**src/rtl/key_event_decoder_if.sv**
```systemverilog
// rtl/key_event_decoder_if.sv - key level input and gesture event outputs of the key event decoder
interface key_event_decoder_if;
  logic [1:0] key_filter;
  logic [1:0] key_short;
  logic [1:0] key_long;
  logic [1:0] key_double;

  modport master (
    output key_filter,
    input  key_short,
    input  key_long,
    input  key_double
  );

  modport slave (
    input  key_filter,
    output key_short,
    output key_long,
    output key_double
  );
endinterface

```
**src/rtl/key_event_decoder.sv**
```systemverilog
// rtl/key_event_decoder.sv - per-key short/long/double-click gesture decoder
// Double-click detection is built only when KEY_DOUBLE_EN is defined.
module key_event_decoder #(
  parameter int LONG_CNT   = 25_000_000,
  parameter int DCLICK_CNT = 15_000_000,
  parameter int CNT_W      = 25
) (
  input  logic               sys_clk,
  input  logic               sys_rst_n,
  key_event_decoder_if.slave key_if
);

`ifdef KEY_DOUBLE_EN
  typedef enum logic [1:0] {IDLE, PRESS, HELD, WAIT2} state_t;
  localparam logic [CNT_W-1:0] DCLICK_LAST = CNT_W'(DCLICK_CNT - 1);
`else
  typedef enum logic [1:0] {IDLE, PRESS, HELD} state_t;
`endif

  localparam logic [CNT_W-1:0] LONG_LAST = CNT_W'(LONG_CNT - 1);

  for (genvar k = 0; k < 2; k++) begin : g_key
    logic             key_d;
    logic             key_press;
    logic             key_release;
    state_t           state_q;
    state_t           state_d;
    logic [CNT_W-1:0] cnt_q;
    logic [CNT_W-1:0] cnt_d;
    logic             short_d;
    logic             short_q;
    logic             long_d;
    logic             long_q;
`ifdef KEY_DOUBLE_EN
    logic             double_d;
    logic             double_q;
`endif

    assign key_press   = key_d & ~key_if.key_filter[k];
    assign key_release = ~key_d & key_if.key_filter[k];

    always_comb begin
      state_d = state_q;
      cnt_d   = cnt_q;
      short_d = 1'b0;
      long_d  = 1'b0;
`ifdef KEY_DOUBLE_EN
      double_d = 1'b0;
`endif
      case (state_q)
        IDLE: begin
          if (key_press) begin
            state_d = PRESS;
            cnt_d   = '0;
          end
        end
        PRESS: begin
          cnt_d = cnt_q + 1'b1;
          // a release on the long-press edge still counts as a short press
          if (key_release) begin
            cnt_d = '0;
`ifdef KEY_DOUBLE_EN
            state_d = WAIT2;
`else
            short_d = 1'b1;
            state_d = IDLE;
`endif
          end else if (cnt_q == LONG_LAST) begin
            long_d  = 1'b1;
            state_d = HELD;
            cnt_d   = '0;
          end
        end
        HELD: begin
          cnt_d = '0;
          if (key_release) begin
            state_d = IDLE;
          end
        end
`ifdef KEY_DOUBLE_EN
        WAIT2: begin
          cnt_d = cnt_q + 1'b1;
          // second press wins over window expiry; its hold yields no further event
          if (key_press) begin
            double_d = 1'b1;
            state_d  = HELD;
            cnt_d    = '0;
          end else if (cnt_q == DCLICK_LAST) begin
            short_d = 1'b1;
            state_d = IDLE;
            cnt_d   = '0;
          end
        end
`endif
        default: begin
          state_d = IDLE;
          cnt_d   = '0;
        end
      endcase
    end

    always_ff @(posedge sys_clk or negedge sys_rst_n) begin
      if (!sys_rst_n) begin
        key_d   <= 1'b1;
        state_q <= IDLE;
        cnt_q   <= '0;
        short_q <= 1'b0;
        long_q  <= 1'b0;
`ifdef KEY_DOUBLE_EN
        double_q <= 1'b0;
`endif
      end else begin
        key_d   <= key_if.key_filter[k];
        state_q <= state_d;
        cnt_q   <= cnt_d;
        short_q <= short_d;
        long_q  <= long_d;
`ifdef KEY_DOUBLE_EN
        double_q <= double_d;
`endif
      end
    end
  end

  assign key_if.key_short = {g_key[1].short_q, g_key[0].short_q};
  assign key_if.key_long  = {g_key[1].long_q, g_key[0].long_q};
`ifdef KEY_DOUBLE_EN
  assign key_if.key_double = {g_key[1].double_q, g_key[0].double_q};
`else
  assign key_if.key_double = 2'b00;
`endif

endmodule
```
**src/flat_wrapper.sv**
```systemverilog
// flat-port wrapper written by rule: the top's interface ports become plain ports
module key_event_decoder_flat 
#(
  parameter int LONG_CNT   = 25_000_000,
  parameter int DCLICK_CNT = 15_000_000,
  parameter int CNT_W      = 25
)
  (sys_clk, sys_rst_n, key_if_key_filter, key_if_key_short, key_if_key_long, key_if_key_double);
  key_event_decoder_if key_if_i ();
  input  logic sys_clk;
  input  logic sys_rst_n;
  input wire logic [$bits(key_if_i.key_filter)-1:0] key_if_key_filter;
  output wire logic [$bits(key_if_i.key_short)-1:0] key_if_key_short;
  output wire logic [$bits(key_if_i.key_long)-1:0] key_if_key_long;
  output wire logic [$bits(key_if_i.key_double)-1:0] key_if_key_double;
  assign key_if_i.key_filter = key_if_key_filter;
  assign key_if_key_short = key_if_i.key_short;
  assign key_if_key_long = key_if_i.key_long;
  assign key_if_key_double = key_if_i.key_double;
  key_event_decoder #(.LONG_CNT(LONG_CNT), .DCLICK_CNT(DCLICK_CNT), .CNT_W(CNT_W)) u_core (.sys_clk(sys_clk), .sys_rst_n(sys_rst_n), .key_if(key_if_i));
endmodule
```
**config.mk**
```make
export PLATFORM = sky130hd
export DESIGN_NAME = key_event_decoder_flat
export DESIGN_NICKNAME = d
export VERILOG_FILES = /design/src/rtl/key_event_decoder_if.sv /design/src/rtl/key_event_decoder.sv /design/src/flat_wrapper.sv
export SDC_FILE = /design/constraint.sdc
export NUM_CORES = 1
export LEC_CHECK = 0
export CORE_ASPECT_RATIO = 0.8
export CORE_MARGIN = 2
export CORE_UTILIZATION = 30
export CTS_CLUSTER_DIAMETER = 100
export DETAILED_ROUTE_END_ITERATION = 8
export GPL_TIMING_DRIVEN = 1
export PLACE_DENSITY = 0.42
export SETUP_SLACK_MARGIN = 0.02
export SYNTH_ARGS = -nofsm -noshare
export SYNTH_HDL_FRONTEND = slang
export SYNTH_SLANG_ARGS = --single-unit
```
**constraint.sdc**
```tcl
create_clock -name sys_clk -period 2.8 [get_ports sys_clk]
set_input_delay 0.7 -clock sys_clk [delete_from_list [all_inputs] [get_ports sys_clk]]
set_output_delay 0.7 -clock sys_clk [all_outputs]
set_load 0.005 [all_outputs]
```
==> results.yml <==
timing:
  min_period_ns: 2.36
  slew_headroom: 0.639
  setup_tns_ns: 0
  rsz0062_at_grt: "no"
  post-route-period-util: 0.841
  fmax_mhz: 425
  finalHoldViolCount: 0
  worstMarginPinSlew_ns: 0.536
  slew_viol_final: 0
  finalClockSkew_ns: 0.00849
  finalSetupViolCount: 0
synthesis:
  synth_cell_type_count: 54
  synth_fa_ha_area_frac: 0.00762
  synth_edf_count: 0
  synth_mux_area_frac: 0.0221
  synthTopCellsByArea: "dfrtp_1 (44%), a31oi_1 (4.0%), nand2_1 (4.0%), a21oi_1 (3.8%), nor2_1 (3.7%)"
  seq_area_frac_synth: 0.458
  synth_ff_type: "dfrtp_1"
  synth-compound-area-share: 0.168
  synth_top_family_by_area: "simple AND/OR/NAND/NOR gates"
  yosysTopAreaCellShare: 0.442
  yosys.area.top_type: "dfrtp_1"
  syn_avg_cell_area_sq_um: 9.28
  ys_warn_count: 0
  syn_area_sq_um: 3290
  synth_xor_area_frac: 0.0267
  synthArstFlopShare: 1.00
  syn_inst: 354
  ys_ff_latch: 60
  yosys.area_share.simple: 0.270
final_layout:
  diodes: 0
  stdcell_area_sq_um: 3800
  syn_to_final_growth_pct: 15.6
  fin_nets: 371
  drive_gt1_frac: 0.125
critical_path:
  cp.depth: 6
  cp_cell_sequence: "or4b_1 -> nor4_4 -> a41oi_4 -> buf_12 -> a21o_1 -> a22o_1"
  critPathSlowestCell: "or4b_1"
  r2r_cells: 6
  worst-path-max-fanout: 21
  rrSetupSlack_ns: 0.44
  cp.required_ns: 3.01
  cp_num_buf_inv: 1
  critical_path_class: "reg -> reg"
  critPathArrivalTime_ns: 2.57
  end_kind: "flop"
  path_delay_family: "simple AND/OR/NAND/NOR gates"
  start_kind: "flop"
  crit_path_max_incr_delay_ns: 0.61
placed_design:
  routabilityCongestion: 0.791
  portBuffers: 7
  dpl_cell_area_sq_um: 3520
  dpl.hpwl_um: 5330
power:
  irDropWorstVdd_mv: 0.479
  p_leak_nw: 1.50
  cellPowerDensity_nw_per_um2: 712
floorplanning:
  io_pins: 10
  row_count: 34
  core_area_sq_um: 10800
  die_area_sq_um: 11800
  die_y_um: 97.6
  start_util: 0.305
  fp.dieW_um: 121
global_route:
  grt_usage: 0.144
  grt_pass1_vias: 2444
  grt_max_degree: 33
  overflow: 0
  grt_pass1_wl_um: 13100
  grt_antenna_before_repair: 0
cts:
  clock_sinks: 60
  cts_root_buf: "clkbuf_16"
  clk_pin_slew_ns: 0.05
  cts_resized: 0
  cts_buffers: 9
  cts_setup_buffers: 0
  cts_tree: "done"
  ctsHoldBuffers: 0
  clk-insertion-delay-late_ns: 0.33
  clock_path_buffers: 2
  htreeDepth: 3
min_path:
  hold_class: "in -> async"
job:
  cap_violations: 0
routing:
  vias: 2624
  dr.pass1.iters: 4
  ant_nets: 0
  wl_per_cell_um: 14.7
  post_drt_via_cell_ratio: 5.12
  drt_iter0_drc: 168
  drc_errors: 0
  wl_um: 7570
run_status:
  status: "finished clean"
-- layer usage --
metal  vias up  global-route usage  share of wire
li1       1315                   -              -
met1      1248               0.234           0.55
met2        53               0.176           0.39
met3         8              0.0423          0.053
met4         0              0.0429          0.011
met5         -                   0              0
-- path summary, 6_finish.rpt --
kind,from,endpoint
worst max-delay path,u_core.g_key[1].cnt_q[15]$_DFFE_PN0P_,u_core.g_key[1].cnt_q[4]$_DFFE_PN0P_
worst min-delay path,sys_rst_n,u_core.g_key[1].cnt_q[19]$_DFFE_PN0P_
worst max register to register,u_core.g_key[1].cnt_q[15]$_DFFE_PN0P_,u_core.g_key[1].cnt_q[4]$_DFFE_PN0P_
worst min register to register,u_core.g_key[0].cnt_q[24]$_DFFE_PN0P_,u_core.g_key[0].cnt_q[24]$_DFFE_PN0P_
max in group asynchronous,sys_rst_n,u_core.g_key[0].cnt_q[4]$_DFFE_PN0P_
min in group sys_clk,u_core.g_key[0].cnt_q[24]$_DFFE_PN0P_,u_core.g_key[0].cnt_q[24]$_DFFE_PN0P_
-- cell usage after synthesis (all sizes together) (5+ instances only) --
cell type  count
dfrtp         58
nand2         35
nor2          33
a21oi         25
nand3         23
a31oi         22
buf           14
o21ai         14
nand2b        13
nand4         12
nor4          10
nor3           9
inv            8
xnor2          6
and2           5
clkbuf         5
mux2i          5
-- where the power goes --
| part | switching (W) | internal (W) | leakage [nW] |
|---|---|---|---|
| Clock | 0.000395 | 0.000638 | 0.133 |
| Combinational | 0.000399 | 0.000252 | 0.552 |
| Sequential | 0.0000786 | 0.000943 | 0.815 |
-- cell usage in the layout, fill, tap and decap left out, types with 4 or more instances in the layout --
cell type        count
a21oi_1             25
a22o_1               4
a31oi_1             21
and2_1               5
buf_4                9
clkbuf_16            9
clkdlybuf4s50_1      6
dfrtp_1             58
inv_1                8
mux2i_1              5
nand2_1             35
nand2b_1            13
nand3_1             23
nand4_1             12
nor2_1              32
nor3_1               9
nor4_1               6
o21ai_0             14
xnor2_1              6
xor2_1               4
-- through the flow --
step	hold slack (ns)	utilization	cells	total power, W	setup WS [ns]
after floorplan	0.404	-	355	0.00149	0.634
after global placement	0.463	0.327	498	0.00170	0.438
after detailed placement	0.468	0.327	498	0.00169	0.382
after CTS	0.349	0.353	513	0.00275	0.443
after global routing	0.355	0.353	513	0.00289	0.353
final	0.339	0.353	513	0.00271	0.445
-- registers in the layout (all words and copies together) (netlist names) --
register	cells
u_core.g_key.short_q	2
u_core.g_key.key_d	2
u_core.g_key.state_q	4
u_core.g_key.long_q	2
u_core.g_key.cnt_q	50
-- area by class of cell --
| cell class | count | area [sq um] |
|---|---|---|
| flip-flops and latches | 60 | 1500 |
| clock inverters | 4 | 25.0 |
| well taps | 144 | 180 |
| inverters | 8 | 30.0 |
| clock buffers | 11 | 253 |
| repair buffers | 18 | 173 |
| multi-input cells | 268 | 1630 |
| fillers | 1097 | 6970 |
-- kinds of logic (layout without fill, tap and decap cells) --
family / after synthesis / count (layout)
AO/OA/AOI/OAI: 84 / 84
XOR/XNOR: 10 / 10
adder cells (fa/ha/maj): 2 / 2
buffers and inverters: 27 / 41
flip-flops: 60 / 60
multiplexers: 7 / 7
other: 1 / 2
AND/OR/NAND/NOR: 163 / 163
(Power assumes the default switching activity.)
